==> config.mk <==
export PLATFORM = sky130hd
export DESIGN_NAME = engine_memory_arbiter
export DESIGN_NICKNAME = d
export VERILOG_FILES = /design/src/rtl/engine_memory_arbiter.sv
export SDC_FILE = /design/constraint.sdc
export NUM_CORES = 1
export LEC_CHECK = 0
export ABC_AREA = 1
export BUFFER_PORTS_ARGS = -buffer_cell sky130_fd_sc_hd__buf_2
export CORE_ASPECT_RATIO = 1.1
export CORE_MARGIN = 4
export CORE_UTILIZATION = 55
export DETAILED_ROUTE_END_ITERATION = 10
export GPL_TIMING_DRIVEN = 0
export PLACE_DENSITY = 0.83
export SYNTH_ARGS = -nofsm -noshare
export SYNTH_HDL_FRONTEND = slang
export SYNTH_SLANG_ARGS = --single-unit
export TNS_END_PERCENT = 5
==> constraint.sdc <==
create_clock -name clk -period 3.5 [get_ports clk]
set_input_delay 0.525 -clock clk [delete_from_list [all_inputs] [get_ports clk]]
set_output_delay 0.525 -clock clk [all_outputs]
set_load 0.005 [all_outputs]
==> src/rtl/engine_memory_arbiter.sv <==
// rtl/engine_memory_arbiter.sv - round-robin engine fetch arbiter with in-flight FIFO; optional ARBITER_COALESCE_EN
module engine_memory_arbiter #(
    parameter int ENGINE_ID_BITS    = 2,
    parameter int MEMORY_WIDTH      = 16,
    parameter int MEMORY_ADDR_WIDTH = 11,
    parameter int OUTSTANDING_BITS  = 2
) (
    input  logic                                          clk,
    input  logic                                          rst,
    input  logic [(1<<ENGINE_ID_BITS)-1:0]                req_valid,
    input  logic [(1<<ENGINE_ID_BITS)*MEMORY_ADDR_WIDTH-1:0] req_addr,
    output logic [(1<<ENGINE_ID_BITS)-1:0]                rsp_valid,
    output logic [MEMORY_WIDTH-1:0]                       rsp_data,
    output logic                                          broadcast_valid,
    output logic [MEMORY_ADDR_WIDTH-1:0]                  broadcast_addr,
    output logic                                          mem_valid,
    output logic [MEMORY_ADDR_WIDTH-1:0]                  mem_addr,
    input  logic                                          mem_ready,
    input  logic                                          mem_rsp_valid,
    input  logic [MEMORY_WIDTH-1:0]                       mem_rsp_data,
    output logic                                          orphan_err
);
    localparam int N = 1 << ENGINE_ID_BITS;
    localparam int D = 1 << OUTSTANDING_BITS;
    localparam logic [OUTSTANDING_BITS:0]   FIFO_DEPTH = (OUTSTANDING_BITS+1)'(D);
    localparam logic [OUTSTANDING_BITS:0]   CNT_ONE    = (OUTSTANDING_BITS+1)'(1);
    localparam logic [OUTSTANDING_BITS-1:0] PTR_ONE    = OUTSTANDING_BITS'(1);
    localparam logic [ENGINE_ID_BITS-1:0]   LAST_ID    = '1;

    logic [N-1:0]                  issued;
    logic [ENGINE_ID_BITS-1:0]     rr_ptr;
    logic [ENGINE_ID_BITS-1:0]     fifo_id   [D];
    logic [MEMORY_ADDR_WIDTH-1:0]  fifo_addr [D];
    logic [OUTSTANDING_BITS-1:0]   wr_ptr;
    logic [OUTSTANDING_BITS-1:0]   rd_ptr;
    logic [OUTSTANDING_BITS:0]     count;

    logic                          fifo_empty;
    logic                          fifo_full;
    logic                          pop;
    logic                          issue_free;
    logic [ENGINE_ID_BITS-1:0]     head_id;
    logic [MEMORY_ADDR_WIDTH-1:0]  head_addr;
    logic [N-1:0]                  coal_mask;
    logic [N-1:0]                  cand;
    logic                          grant;
    logic [ENGINE_ID_BITS-1:0]     grant_id;
    logic [ENGINE_ID_BITS-1:0]     idx;
    logic [N-1:0]                  grant_onehot;
    logic [MEMORY_ADDR_WIDTH-1:0]  grant_addr;

    assign fifo_empty = (count == '0);
    assign pop        = mem_rsp_valid && !fifo_empty;
    assign head_id    = fifo_id[rd_ptr];
    assign head_addr  = fifo_addr[rd_ptr];
    // A pop frees a slot in the same cycle, so a full FIFO can still accept a push.
    assign fifo_full  = (count == FIFO_DEPTH) && !pop;
    assign issue_free = !mem_valid || mem_ready;
    assign grant_addr = req_addr[grant_id*MEMORY_ADDR_WIDTH +: MEMORY_ADDR_WIDTH];

    // Engines asking for the word being returned right now are served from the broadcast.
    always_comb begin
        coal_mask = '0;
`ifdef ARBITER_COALESCE_EN
        for (int i = 0; i < N; i++) begin
            if (pop && req_valid[i] && !issued[i] && !rsp_valid[i] &&
                req_addr[i*MEMORY_ADDR_WIDTH +: MEMORY_ADDR_WIDTH] == head_addr)
                coal_mask[i] = 1'b1;
        end
`endif
    end

    // Round-robin search starting one past the last granted engine.
    always_comb begin
        cand         = req_valid & ~issued & ~rsp_valid & ~coal_mask;
        grant        = 1'b0;
        grant_id     = '0;
        idx          = '0;
        grant_onehot = '0;
        if (issue_free && !fifo_full) begin
            for (int k = 1; k <= N; k++) begin
                idx = rr_ptr + ENGINE_ID_BITS'(k);
                if (!grant && cand[idx]) begin
                    grant    = 1'b1;
                    grant_id = idx;
                end
            end
        end
        if (grant)
            grant_onehot = N'(1) << grant_id;
    end

    // Arbitration, issue register, FIFO pointers and response outputs.
    always_ff @(posedge clk or negedge rst) begin
        if (!rst) begin
            issued          <= '0;
            rr_ptr          <= LAST_ID;
            wr_ptr          <= '0;
            rd_ptr          <= '0;
            count           <= '0;
            mem_valid       <= 1'b0;
            mem_addr        <= '0;
            rsp_valid       <= '0;
            rsp_data        <= '0;
            broadcast_valid <= 1'b0;
            broadcast_addr  <= '0;
            orphan_err      <= 1'b0;
        end else begin
            issued <= (issued & ~rsp_valid) | grant_onehot;
            if (grant) begin
                mem_valid <= 1'b1;
                mem_addr  <= grant_addr;
                rr_ptr    <= grant_id;
                wr_ptr    <= wr_ptr + PTR_ONE;
            end else if (mem_ready) begin
                mem_valid <= 1'b0;
            end
            if (pop)
                rd_ptr <= rd_ptr + PTR_ONE;
            if (grant && !pop)
                count <= count + CNT_ONE;
            else if (!grant && pop)
                count <= count - CNT_ONE;
            broadcast_valid <= pop;
            if (pop) begin
                rsp_valid      <= (N'(1) << head_id) | coal_mask;
                rsp_data       <= mem_rsp_data;
                broadcast_addr <= head_addr;
            end else begin
                rsp_valid <= '0;
            end
            if (mem_rsp_valid && fifo_empty)
                orphan_err <= 1'b1;
        end
    end

    // FIFO storage needs no reset; the pointers define what is valid.
    always_ff @(posedge clk) begin
        if (grant) begin
            fifo_id[wr_ptr]   <= grant_id;
            fifo_addr[wr_ptr] <= grant_addr;
        end
    end
endmodule
-- Word-level counts from Yosys, hierarchy flattened
Memories as Yosys holds them, arrays and structs flattened. A register that Yosys moved wholly into a read port is not among the register bits.
Cells that the tools add are included.
- output and inout port bits: 45
- memories kept: 2
- logic and storage cells: 86
- bits of input ports: 68
- register bits after elaboration: 47
- memory bits (writable): 52
- shifts and indexed selects: 3
- bitwise gates (word level): 6
- eq/ne operators: 1
- reductions and logical operators: 22
- multipliers: 1
- $add $sub $neg: 7
- muxes and demuxes: 29
- order comparisons: 4
- memory list (memory ; depth ; width ; rd ports ; clocked after memory_dff ; write ports ; line ; source):
    fifo_addr ; 4 ; 11 ; 1 ; 1 ; 1 ; 33 ; logic [MEMORY_ADDR_WIDTH-1:0] fifo_addr [D];
    fifo_id ; 4 ; 2 ; 1 ; 0 ; 1 ; 32 ; logic [ENGINE_ID_BITS-1:0] fifo_id [D];
- operators with widths (operator ; count):
    indexed part select 44 x 7 -> 11 bit ; 1
    2-to-1 mux 1 bit ; 16
    AND 4 bit ; 3
    less-than comparator 2 x 3 -> 1 bit (second input constant) ; 4
    2-to-1 mux 2 bit ; 5
    logical AND 1 bit ; 9
    logical NOT 1 bit ; 9
    binary-select mux 1 bit (select 2 bit) ; 4
    2-to-1 mux 4 bit ; 2
    inverter 4 bit ; 2
    left shift 1 x 2 -> 4 bit (first input constant) ; 2
    adder 2 x 1 -> 2 bit (second input constant) ; 3
    multiplier 2 x 4 -> 6 bit (second input constant) ; 1
    2-to-1 mux 3 bit ; 2
    adder 2 bit (second input constant) ; 2
    OR 4 bit ; 1
    nonzero test 2 bit ; 2
    adder 3 x 1 -> 3 bit (second input constant) ; 1
    equality test 3 bit (second input constant) ; 1
    logical NOT 3 bit ; 1
    subtractor 3 x 1 -> 3 bit (second input constant) ; 1
    logical OR 1 bit ; 1

-- Longest topological paths before layout
Gate-level depths: netlist of the first run.
- depth in word-level cells: 24
- gate-level depth with buffers: 18
- mapped depth without buffers: 16

-- Worst setup path after synthesis of the first run
Ideal clock, no wire load.
- path kind: reg2reg
- start: register rr_ptr[0]
- end: register count[1]
- data required time: 3.375 ns
- buffers on the path: 3
- stages on the path, launching flop included: 14
- period minus slack after synthesis: 2.676 ns
- arrival: 2.551 ns
- slack: 0.824 ns
- library setup time: 0.125 ns
- cells stage by stage: dfstp_2 -> buf_6 -> xor2_2 -> nand3_1 -> nand2_2 -> nand3_4 -> nor2_4 -> nor2_8 -> buf_4 -> buf_2 -> ha_1 -> inv_1 -> fa_1 -> mux2_2
- word-level cells in the longest chain between the ends: 20
- elaborated cells on any way between the ends: 30
- those cells by class: add/sub (3); mux (17); reduce/logical (10)
- RTL lines (item ; line ; source):
    start: declaration ; 31 ; logic [ENGINE_ID_BITS-1:0] rr_ptr;
    start signal: assignment ; 113 ; rr_ptr <= grant_id;
    adder 2 x 1 -> 2 bit ; 82 ; idx = rr_ptr + ENGINE_ID_BITS'(k);
    binary-select mux 1 bit (select 2 bit) ; 83 ; if (!grant && cand[idx]) begin
    2-to-1 mux 1 bit (implied by the code) ; 83 ;
    2-to-1 mux 1 bit ; 83 ;
    2-to-1 mux 1 bit ; 80 ; if (issue_free && !fifo_full) begin
    logical NOT 1 bit ; 83 ;
    logical AND 1 bit ; 83 ;
    2-to-1 mux 1 bit ; 83 ;
    [... 5 more ...] ; - ;
    logical NOT 1 bit ; 83 ;
    logical AND 1 bit ; 83 ;
    2-to-1 mux 1 bit (*) ; 83 ;
    2-to-1 mux 1 bit (*) ; 80 ;
    net grant ; 46 ; logic grant;
    logical NOT 1 bit ; 122 ; else if (!grant && pop)
    logical AND 1 bit ; 122 ;
    nonzero test 2 bit (no source line) ; - ;
    end signal: assignment ; 121 ; count <= count + CNT_ONE;
    end signal: assignment ; 123 ; count <= count - CNT_ONE;
    end: declaration ; 36 ; logic [OUTSTANDING_BITS:0] count;
Mark *: on every way through the listed nets, which the timed path passes. The rest lies on a longest branch. The select of a mux whose other input is x is not followed.
A chain may end at the register's enable or synchronous reset.

-- Worst setup path in the final report of the first run
- start: register rr_ptr[0]
- end: memory fifo_addr[2][5], enable pin
- word-level cells in the longest chain between the ends: 19
- elaborated cells on any way between the ends: 27
- those cells by class: add/sub (3); mux (18); reduce/logical (6)
- RTL lines (item ; line ; source):
    adder 2 x 1 -> 2 bit ; 82 ;
    binary-select mux 1 bit (select 2 bit) ; 83 ;
    2-to-1 mux 1 bit (implied by the code) ; 83 ;
    2-to-1 mux 1 bit ; 83 ;
    2-to-1 mux 1 bit ; 80 ;
    logical NOT 1 bit ; 83 ;
    logical AND 1 bit ; 83 ;
    2-to-1 mux 1 bit ; 83 ;
    [... 3 more ...] ; - ;
    2-to-1 mux 1 bit ; 83 ;
    2-to-1 mux 1 bit ; 80 ;
    logical NOT 1 bit ; 83 ;
    logical AND 1 bit ; 83 ;
    2-to-1 mux 1 bit (*) ; 83 ;
    2-to-1 mux 1 bit (*) ; 80 ;
    2-to-1 mux 1 bit (*) ; 139 ; if (grant) begin
    2-to-1 mux 1 bit (implied by the code) (*) ; 141 ; fifo_addr[wr_ptr] <= grant_addr;
    end: declaration ; 33 ;
Mark *: on every way between the ends. The rest lies on a longest branch, timed or not. The select of a mux whose other input is x is not followed.

==> impl_metrics.csv, run 1 <==
group,metric,value,unit
status,status,"completed",
critical_path,critPathKind,"flop to flop",
detailed_routing,vias_per_cell,5.40,
clocking,htreeDepth,3,
floorplanning,dieArea,11100,um2
hold_path,holdCritPathClass,"primary input to async pin",
placed_design,globalplace.congestion,0.966,
global_routing,grt_overflow,0,
timing,fin_worst_skew,0.0152,ns
finish,num-fill-cells,712,
critical_path,required,3.49,ns
yosys,synth-seq-cells,110,
finish,antenna_cells,0,
clocking,cts_resized,0,
global_routing,track_usage,0.237,
timing,setup-tns-final,0,ns
clocking,postCtsSetupBuffers,0,
yosys,ys_types,40,
power_and_ir_drop,power_leakage,2.84,nW
global_routing,grt_first_pass_wirelength,20.0,mm
detailed_routing,drt-initial-drc-count,234,
timing,slew_headroom,0.169,
clocking,cts-root-buf,"clkbuf_8",
yosys,yosysSeqAreaShare,0.577,
yosys,yosys.area_share.simple,0.285,
finish,layout-drive-gt1-share,0.288,
detailed_routing,drtPass1Iterations,5,
clocking,cts_tree,"done",
yosys,synthesis.nets,596,
clocking,cts_num_sinks,110,
yosys,synth_top_cells_by_area,"edfxtp_1, dfrtp_1, nand2_1, nand3_1, nor2_1",
finish,multiInputGateArea,1940,um2
critical_path,crit_fanout,13,
yosys,synth_async_sr_flop_share,0.527,
yosys,ys.flop_type,"dfrtp_1",
yosys,syn_area,5230,um2
finish,seq_area,3020,um2
critical_path,r2r_slack,0.30,ns
yosys,yosysTopAreaCell,"edfxtp_1",
floorplanning,pin_count,113,
critical_path,r2r-start,"rr_ptr[0]$_DFFE_PN1P_",
yosys,muxShareOfSynthArea,0.00215,
floorplanning,die_width,101,um
global_routing,grt_pass1_vias,4142,
yosys,synthAdderAreaFrac,0.0158,
timing,fmax,313,MHz
clocking,clk_latency,0.38,ns
timing,period_needed,3.20,ns
critical_path,cp-end-kind,"flop",
finish,nets,719,
global_routing,grt_antenna_before_repair,0,
critical_path,worstSetupStartpoint,"rr_ptr[0]$_DFFE_PN1P_",
yosys,synth_common_cells,"nand2_1, nor2_1, dfrtp_1",
yosys,post-synth-top-count-cell,"nand2_1",
clocking,postCtsHoldBufs,0,
critical_path,arrival,3.19,ns
yosys,synth_top_family_by_area,"simple AND/OR/NAND/NOR gates",
clocking,clock_path_buffers,2,
floorplanning,die_y,110,um
power_and_ir_drop,irDropWorstVdd,0.000764,V
timing,tightest_slew,1.24,ns
clocking,path_clk_slew,0.10,ns
timing,min_period_over_period,0.914,
floorplanning,rows,37,
power_and_ir_drop,power_density,1240,nW/um2
run,cap_violations,0,
placed_design,io_buffers,112,
power_and_ir_drop,p_total,7.62,mW
placed_design,dpl.hpwl,9.11,mm
timing,finalMaxSlewViolations,0,
yosys,synth-xor-area-share,0.0129,
floorplanning,initial_utilization,0.562,
yosys,synth_edf_count,52,
timing,finalSetupViolCount,0,
detailed_routing,ant_nets,0,
detailed_routing,postRouteWirelength,12.8,mm
yosys,yosysTopAreaCellShare,0.299,
finish,areaGrowthSynthToFinish,17.4,%
clocking,cts_buffers,9,
detailed_routing,routed-via-count,4141,
timing,hold_viol,0,
critical_path,cp-start-kind,"flop",
yosys,synthCells,522,
yosys,synth_compound_area_frac,0.0553,
floorplanning,core-area,9310,um2
yosys,syn_avg_cell_area,10.0,um2
detailed_routing,drc_errors,0,
global_routing,grt_max_degree,59,
finish,fin_util,0.660,
detailed_routing,wl_per_cell,16.7,um
yosys,ys.warnings.count,0,
timing,grt_setup_unrepaired,"no",
final cells by class:
class,count,area share
Buffer,24,0.0265
Sequential cell,110,0.491
Clock buffer,11,0.0265
Multi-Input combinational cell,359,0.317
Tap cell,117,0.0238
Timing Repair Buffer,112,0.0917
Inverter,29,0.0177
Clock inverter,5,0.00591
flip-flops by register name, summed over array words and instances (netlist names):
| signal | cells |
|---|---|
| rsp_data | 16 |
| rr_ptr | 2 |
| rd_ptr | 2 |
| wr_ptr | 2 |
| orphan_err | 1 |
| fifo_addr | 44 |
| fifo_id | 8 |
| rsp_valid | 4 |
| broadcast_valid | 1 |
| issued | 4 |
| count | 3 |
| broadcast_addr | 11 |
| mem_addr | 11 |
| mem_valid | 1 |
stage by stage:
step	setup WS [ns]	hold WS [ns]	cells	area, um2
finish	0.302	0.213	767	6140
global route	0.00905	0.270	767	6140
CTS	0.247	0.322	767	6140
detailed placement	0.166	0.460	751	5940
global placement	0.196	0.458	751	5940
floorplan	0.824	0.229	522	5230
kinds of logic (layout without fill, tap and decap cells):
logic type	Yosys count	in the layout
AO/OA/AOI/OAI	48	48
XOR/XNOR	6	6
adder cells (fa/ha/maj)	6	6
buffers and inverters	53	181
flip-flops	110	110
multiplexers	1	1
AND/OR/NAND/NOR	298	298
path summary, 6_finish.rpt:
path | endpoint | cells past startpoint
max | fifo_addr[2][5]$_DFFE_PP_ | 10
min | rsp_data[1]$_DFFE_PN0P_ | 1
max reg2reg | fifo_addr[2][5]$_DFFE_PP_ | 10
min reg2reg | orphan_err$_DFFE_PN0P_ | 1
max in group asynchronous | rsp_valid[0]$_DFF_PN0_ | 1
min in group clk | mem_valid$_DFFE_PN0P_ | 2
critical path: stages, from the launching register on:
cell,delay (ns)
dfstp_2,0.54
buf_6,0.14
nand4_1,0.21
nand3_1,0.16
nand2_2,0.09
nand3_4,0.11
nor2_4,0.05
nor2_8,0.15
inv_1,0.18
buf_4,0.23
nor2_1,0.94
cell usage in the layout (no fill, tap or decap), drive strengths merged:
master,instances
nand2,135
buf,126
nor2,74
nand3,73
dfrtp,56
edfxtp,52
inv,31
o21ai,28
clkbuf,21
a31oi,13
and2,11
nand4,5
ha,5
xor2,4
o22ai,3
clkinv,3
dfstp,2
xnor2,2
a21oi,2
a32oi,1
mux2,1
o21bai,1
fa,1
metal layers:
layer | up-vias | global-route usage | share of wire
li1 | 1980 | - | -
met1 | 1942 | 0.321 | 0.42
met2 | 192 | 0.379 | 0.48
met3 | 27 | 0.0346 | 0.071
met4 | 0 | 0.113 | 0.030
met5 | - | 0 | 0
report_power, final:
| group | internal [mW] | switching [mW] | leakage [nW] |
|---|---|---|---|
| clock | 0.328 | 0.437 | 0.106 |
| sequential | 2.34 | 0.272 | 1.16 |
| combinational | 1.46 | 2.78 | 1.57 |
| total | 4.12 | 3.49 | 2.84 |
Power figures use the tool's default switching activity.
==> inputs of run 2 (changes only) <==
CORE_MARGIN = unset   (was 4)
==> run 2 against run 1 <==
Largest cell class unchanged. Critical path depth increased by 2. Core utilization up 1.7 points. Wire length fell by 0.70%. Critical endpoint is now fifo_addr[0][7]$_DFFE_PP_. Sequential power about the same. Non-clock buffer count did not move. Register-to-register slack barely moved. Clock power down 5.5%. Via count rose by 0.77%. Clock skew fell by 0.0020 ns.
==> impl_metrics.csv, run 2 (synthesis gave the netlist of run 1 again) <==
group,metric,value,unit
power_and_ir_drop,power_density,1240,nW/um2
clocking,cts_tree,"done",
floorplanning,die_width,95.0,um
timing,finalMaxSlewViolations,0,
critical_path,slowest_stage,"nor2_1",
finish,design_area,6120,um2
clocking,path_clk_slew,0.10,ns
finish,stdcell_count,765,
critical_path,crit_family,"simple AND/OR/NAND/NOR gates",
power_and_ir_drop,power_leakage,2.83,nW
timing,setup-tns-final,0,ns
hold_path,holdCritPathClass,"primary input to async pin",
placed_design,io_buffers,112,
critical_path,path_cells,"buf_6 -> inv_2 -> nand2_1 -> nand2_1 -> nand2_1 -> nand2_2 -> nand3_4 -> nor2_4 -> nor2_8 -> inv_1 -> buf_4 -> nor2_1",
detailed_routing,vias_per_cell,5.45,
floorplanning,pin_count,113,
finish,final_common_cell,"nand2_1",
timing,period_needed,3.21,ns
finish,nets,719,
timing,hold_viol,0,
timing,fmax,311,MHz
floorplanning,core-area,9050,um2
critical_path,cp-end-kind,"flop",
placed_design,globalplace.congestion,0.866,
clocking,cts_buffers,9,
critical_path,crit_fanout,13,
clocking,htreeDepth,3,
critical_path,critPathBufInv,4,
placed_design,place_inst,748,
finish,fin_util,0.676,
critical_path,required,3.49,ns
critical_path,critPathKind,"flop to flop",
global_routing,grt_max_degree,59,
critical_path,max_stage_delay,0.97,ns
clocking,cts_resized,0,
finish,regMostFlops,"fifo_addr",
detailed_routing,ant_nets,0,
floorplanning,dieArea,9900,um2
clocking,clk_latency,0.38,ns
finish,areaGrowthSynthToFinish,17.1,%
detailed_routing,postRouteWirelength,12.7,mm
floorplanning,initial_utilization,0.578,
floorplanning,die_y,104,um
placed_design,dpl.hpwl,9.01,mm
timing,slew_headroom,0.144,
status,status,"completed",
clocking,clock_path_buffers,2,
finish,reg_top3,"fifo_addr x44, rsp_data x16",
global_routing,grt_pass1_vias,4226,
critical_path,cp-start-kind,"flop",
global_routing,grt_overflow,0,
global_routing,track_usage,0.277,
detailed_routing,wl_per_cell,16.6,um
detailed_routing,drt-initial-drc-count,310,
timing,tightest_slew,1.28,ns
timing,min_period_over_period,0.918,
critical_path,crit_top_cell,"nand2_1",
global_routing,grt_antenna_before_repair,1,
critical_path,arrival,3.20,ns
timing,fin_worst_skew,0.0133,ns
clocking,postCtsHoldBufs,0,
floorplanning,rows,36,
global_routing,grt_first_pass_wirelength,20.6,mm
detailed_routing,drc_errors,0,
detailed_routing,drtPass1Iterations,5,
power_and_ir_drop,irDropWorstVdd,0.000906,V
placed_design,place_area,5930,um2
finish,layout-drive-gt1-share,0.288,
finish,largest_register_ffs,44,
timing,grt_setup_unrepaired,"no",
run,cap_violations,0,
finish,final_cell_mix,"nand2_1, buf_2, nor2_1",
clocking,cts_num_sinks,110,
timing,finalSetupViolCount,0,
clocking,postCtsSetupBuffers,0,
detailed_routing,routed-via-count,4173,
clocking,cts-root-buf,"clkbuf_8",
run 2: cell count changes in the layout (fill, tap and decap cells not counted), sizes merged:
cell	change
clkbuf	-1
clkinv	+4
diode	+1
inv	-3
run 2: per-layer routing:
metal,wire length [um],track usage,up-vias
li1,-,-,1985
met1,5210,0.356,1958
met2,6250,0.445,200
met3,916,0.0577,30
met4,346,0.128,0
met5,0,0,-
run 2: path summary, 6_finish.rpt:
path                                    startpoint                            end  slack, ns  depth (start not counted)
min in group clk                         mem_ready          mem_valid$_DFFE_PN0P_       0.33                          2
min reg2reg                mem_addr[3]$_DFFE_PN0P_        mem_addr[3]$_DFFE_PN0P_       0.49                          2
max in group asynchronous                      rst  broadcast_addr[1]$_DFFE_PN0P_       2.78                          1
min                                            rst            issued[3]$_DFF_PN0_       0.22                          1
max reg2reg                  rr_ptr[0]$_DFFE_PN1P_      fifo_addr[0][7]$_DFFE_PP_       0.29                         12
max                          rr_ptr[0]$_DFFE_PN1P_      fifo_addr[0][7]$_DFFE_PP_       0.29                         12
run 2: where the power goes:
part | leakage, nW | total, mW | internal (mW) | switching, mW
combinational | 1.57 | 4.27 | 1.46 | 2.81
sequential | 1.16 | 2.60 | 2.34 | 0.262
clock | 0.0968 | 0.723 | 0.283 | 0.440
run 2: final cells by class:
cell class | instances | area [um2]
flip-flops and latches | 110 | 3020
fillers | 688 | 2930
multi-input cells | 359 | 1940
repair buffers | 112 | 563
plain buffers | 24 | 163
well taps | 114 | 143
clock buffers | 10 | 138
inverters | 29 | 109
clock inverters | 6 | 46.3
diodes | 1 | 2.50
run 2: worst register-to-register path, cell delays in order, from the launching register on:
cell	delay [ns]
dfstp_2	0.54
buf_6	0.15
inv_2	0.08
nand2_1	0.09
nand2_1	0.11
nand2_1	0.10
nand2_2	0.10
nand3_4	0.10
nor2_4	0.05
nor2_8	0.15
inv_1	0.16
buf_4	0.22
nor2_1	0.97
run 2: per-stage QoR:
stage               worst slack (ns)  hold slack [ns]  total power [mW]
finish                         0.289            0.220              7.59
detailed placement             0.240            0.466              6.83
global route                  0.0860            0.289              8.13
floorplan                      0.824            0.229              5.57
global placement               0.294            0.459              6.61
CTS                            0.249            0.327              7.57
==> inputs of run 3 (changes only) <==
ABC_CLOCK_PERIOD_IN_PS = 3500   (was unset)
CORE_MARGIN = 2   (was unset)
==> run 3 against run 2 <==
Flip-flop and latch count did not move. Sequential power hardly changed. Final cell count increased by 0.26%. Count of clock-buffer cells in the layout is 3 higher. Worst hold slack got worse by 0.0032 ns. Clock skew up 0.00059 ns. Critical path depth stayed put. Wire length fell by 0.26%. Clock power rose by 6.6%. Final area grew 0.18%. Worst setup slack got worse by 0.0084 ns. Critical path type unchanged.
==> impl_metrics.csv, run 3 (synthesis gave the netlist of run 1 again) <==
group,metric,value,unit
status,status,"completed",
floorplanning,die_width,97.0,um
floorplanning,initial_utilization,0.562,
power_and_ir_drop,internal_power,4.15,mW
critical_path,crit_family,"simple AND/OR/NAND/NOR gates",
finish,largest_register_ffs,44,
finish,antenna_cells,0,
run,cap_violations,0,
critical_path,slowest_stage,"nor2_1",
detailed_routing,ant_nets,0,
critical_path,arrival,3.19,ns
critical_path,required,3.47,ns
finish,nets,719,
global_routing,grt_pass1_vias,4379,
floorplanning,core-area,9310,um2
timing,min_period_over_period,0.920,
timing,slew_headroom,0.142,
clocking,cts_tree,"done",
timing,grt_setup_unrepaired,"no",
floorplanning,pin_count,113,
critical_path,critPathKind,"flop to flop",
floorplanning,die_y,106,um
timing,period_needed,3.22,ns
clocking,cts_buffers,9,
power_and_ir_drop,p_sw,3.47,mW
finish,reg_top3,"fifo_addr x44, rsp_data x16",
critical_path,critPathBufInv,4,
timing,tightest_slew,1.28,ns
clocking,clock_path_buffers,2,
global_routing,grt_max_degree,59,
timing,finalMaxSlewViolations,0,
floorplanning,rows,37,
power_and_ir_drop,clkPwrFrac,0.101,
placed_design,place_area,5940,um2
finish,fin_util,0.659,
timing,fin_worst_skew,0.0139,ns
clocking,path_clk_slew,0.10,ns
critical_path,crit_fanout,13,
critical_path,cp-end-kind,"flop",
timing,whs,0.217,ns
detailed_routing,vias_per_cell,5.47,
timing,fmax,311,MHz
global_routing,track_usage,0.252,
power_and_ir_drop,power_leakage,2.84,nW
detailed_routing,routed-via-count,4193,
finish,final_cell_mix,"nand2_1, buf_2, nor2_1",
hold_path,holdCritPathClass,"primary input to async pin",
finish,layout-drive-gt1-share,0.283,
timing,hold_viol,0,
power_and_ir_drop,irDropWorstVdd,0.000848,V
critical_path,crit_top_cell,"nand2_1",
clocking,htreeDepth,3,
finish,areaGrowthSynthToFinish,17.3,%
finish,design_area,6130,um2
power_and_ir_drop,combPwrFrac,0.557,
power_and_ir_drop,p_total,7.62,mW
global_routing,grt_first_pass_wirelength,20.5,mm
detailed_routing,postRouteWirelength,12.7,mm
clocking,cts-root-buf,"clkbuf_8",
clocking,postCtsSetupBuffers,0,
floorplanning,dieArea,10300,um2
timing,setup-tns-final,0,ns
timing,finalSetupViolCount,0,
clocking,clk_latency,0.36,ns
global_routing,grt_overflow,0,
global_routing,grt_antenna_before_repair,0,
placed_design,dpl.hpwl,9.33,mm
critical_path,cp-start-kind,"flop",
detailed_routing,wl_per_cell,16.5,um
placed_design,io_buffers,112,
critical_path,r2r_slack,0.28,ns
critical_path,path_cells,"buf_6 -> inv_2 -> nand2_1 -> nand2_1 -> nand2_1 -> nand2_2 -> nand3_4 -> nor2_4 -> nor2_8 -> inv_1 -> buf_4 -> nor2_1",
detailed_routing,drc_errors,0,
power_and_ir_drop,power_density,1240,nW/um2
clocking,cts_num_sinks,110,
power_and_ir_drop,p_seq_frac,0.341,
critical_path,max_stage_delay,0.97,ns
clocking,postCtsHoldBufs,0,
clocking,cts_resized,0,
finish,regMostFlops,"fifo_addr",
detailed_routing,drt-initial-drc-count,286,
placed_design,globalplace.congestion,0.864,
detailed_routing,drtPass1Iterations,5,
power_and_ir_drop,swShare,0.455,
finish,final_common_cell,"nand2_1",
run 3: cell count changes in the layout (fill, tap and decap cells not counted), sizes merged:
cell    before  now
inv         28   29
clkinv       7    2
clkbuf      20   23
diode        1    0
bufinv       0    1
run 3: per-stage QoR:
| stage | worst slack, ns | std cells |
|---|---|---|
| after floorplan | 0.824 | 522 |
| after global placement | 0.287 | 751 |
| after detailed placement | 0.251 | 751 |
| after CTS | 0.276 | 767 |
| after global routing | 0.0651 | 767 |
| final | 0.280 | 767 |
run 3: cell type report:
cell class	count	area, um2
fillers	730	3170
inverters	29	109
repair buffers	112	563
plain buffers	24	163
well taps	117	146
multi-input cells	359	1940
clock buffers	13	149
clock inverters	3	45.0
flip-flops and latches	110	3020
run 3: final timing paths:
path,startpoint,to,depth (start not counted)
max reg2reg,rr_ptr[0]$_DFFE_PN1P_,fifo_addr[0][8]$_DFFE_PP_,12
max in group asynchronous,rst,mem_addr[7]$_DFFE_PN0P_,1
min,rst,rsp_data[2]$_DFFE_PN0P_,1
min in group clk,mem_rsp_data[2],rsp_data[2]$_DFFE_PN0P_,3
max,rr_ptr[0]$_DFFE_PN1P_,fifo_addr[0][8]$_DFFE_PP_,12
min reg2reg,mem_addr[0]$_DFFE_PN0P_,mem_addr[0]$_DFFE_PN0P_,2
run 3: per-layer routing:
| metal | up-vias | GRT usage | share of wire |
|---|---|---|---|
| met1 | 2008 | 0.310 | 0.40 |
| met4 | 0 | 0.106 | 0.028 |
| li1 | 1977 | - | - |
| met3 | 30 | 0.0480 | 0.071 |
| met2 | 178 | 0.439 | 0.50 |
| met5 | - | 0 | 0 |
run 3: power by group through the flow:
| stage | sequential, mW | combinational [mW] | clock (mW) |
|---|---|---|---|
| 2_1_floorplan | 2.59 | 2.99 | 0 |
| 3_3_place_gp | 2.58 | 4.02 | 0 |
| 3_5_place_dp | 2.62 | 4.22 | 0 |
| 4_1_cts | 2.60 | 4.23 | 0.777 |
| 5_1_grt | 2.66 | 4.69 | 0.826 |
| 6_report | 2.60 | 4.25 | 0.771 |
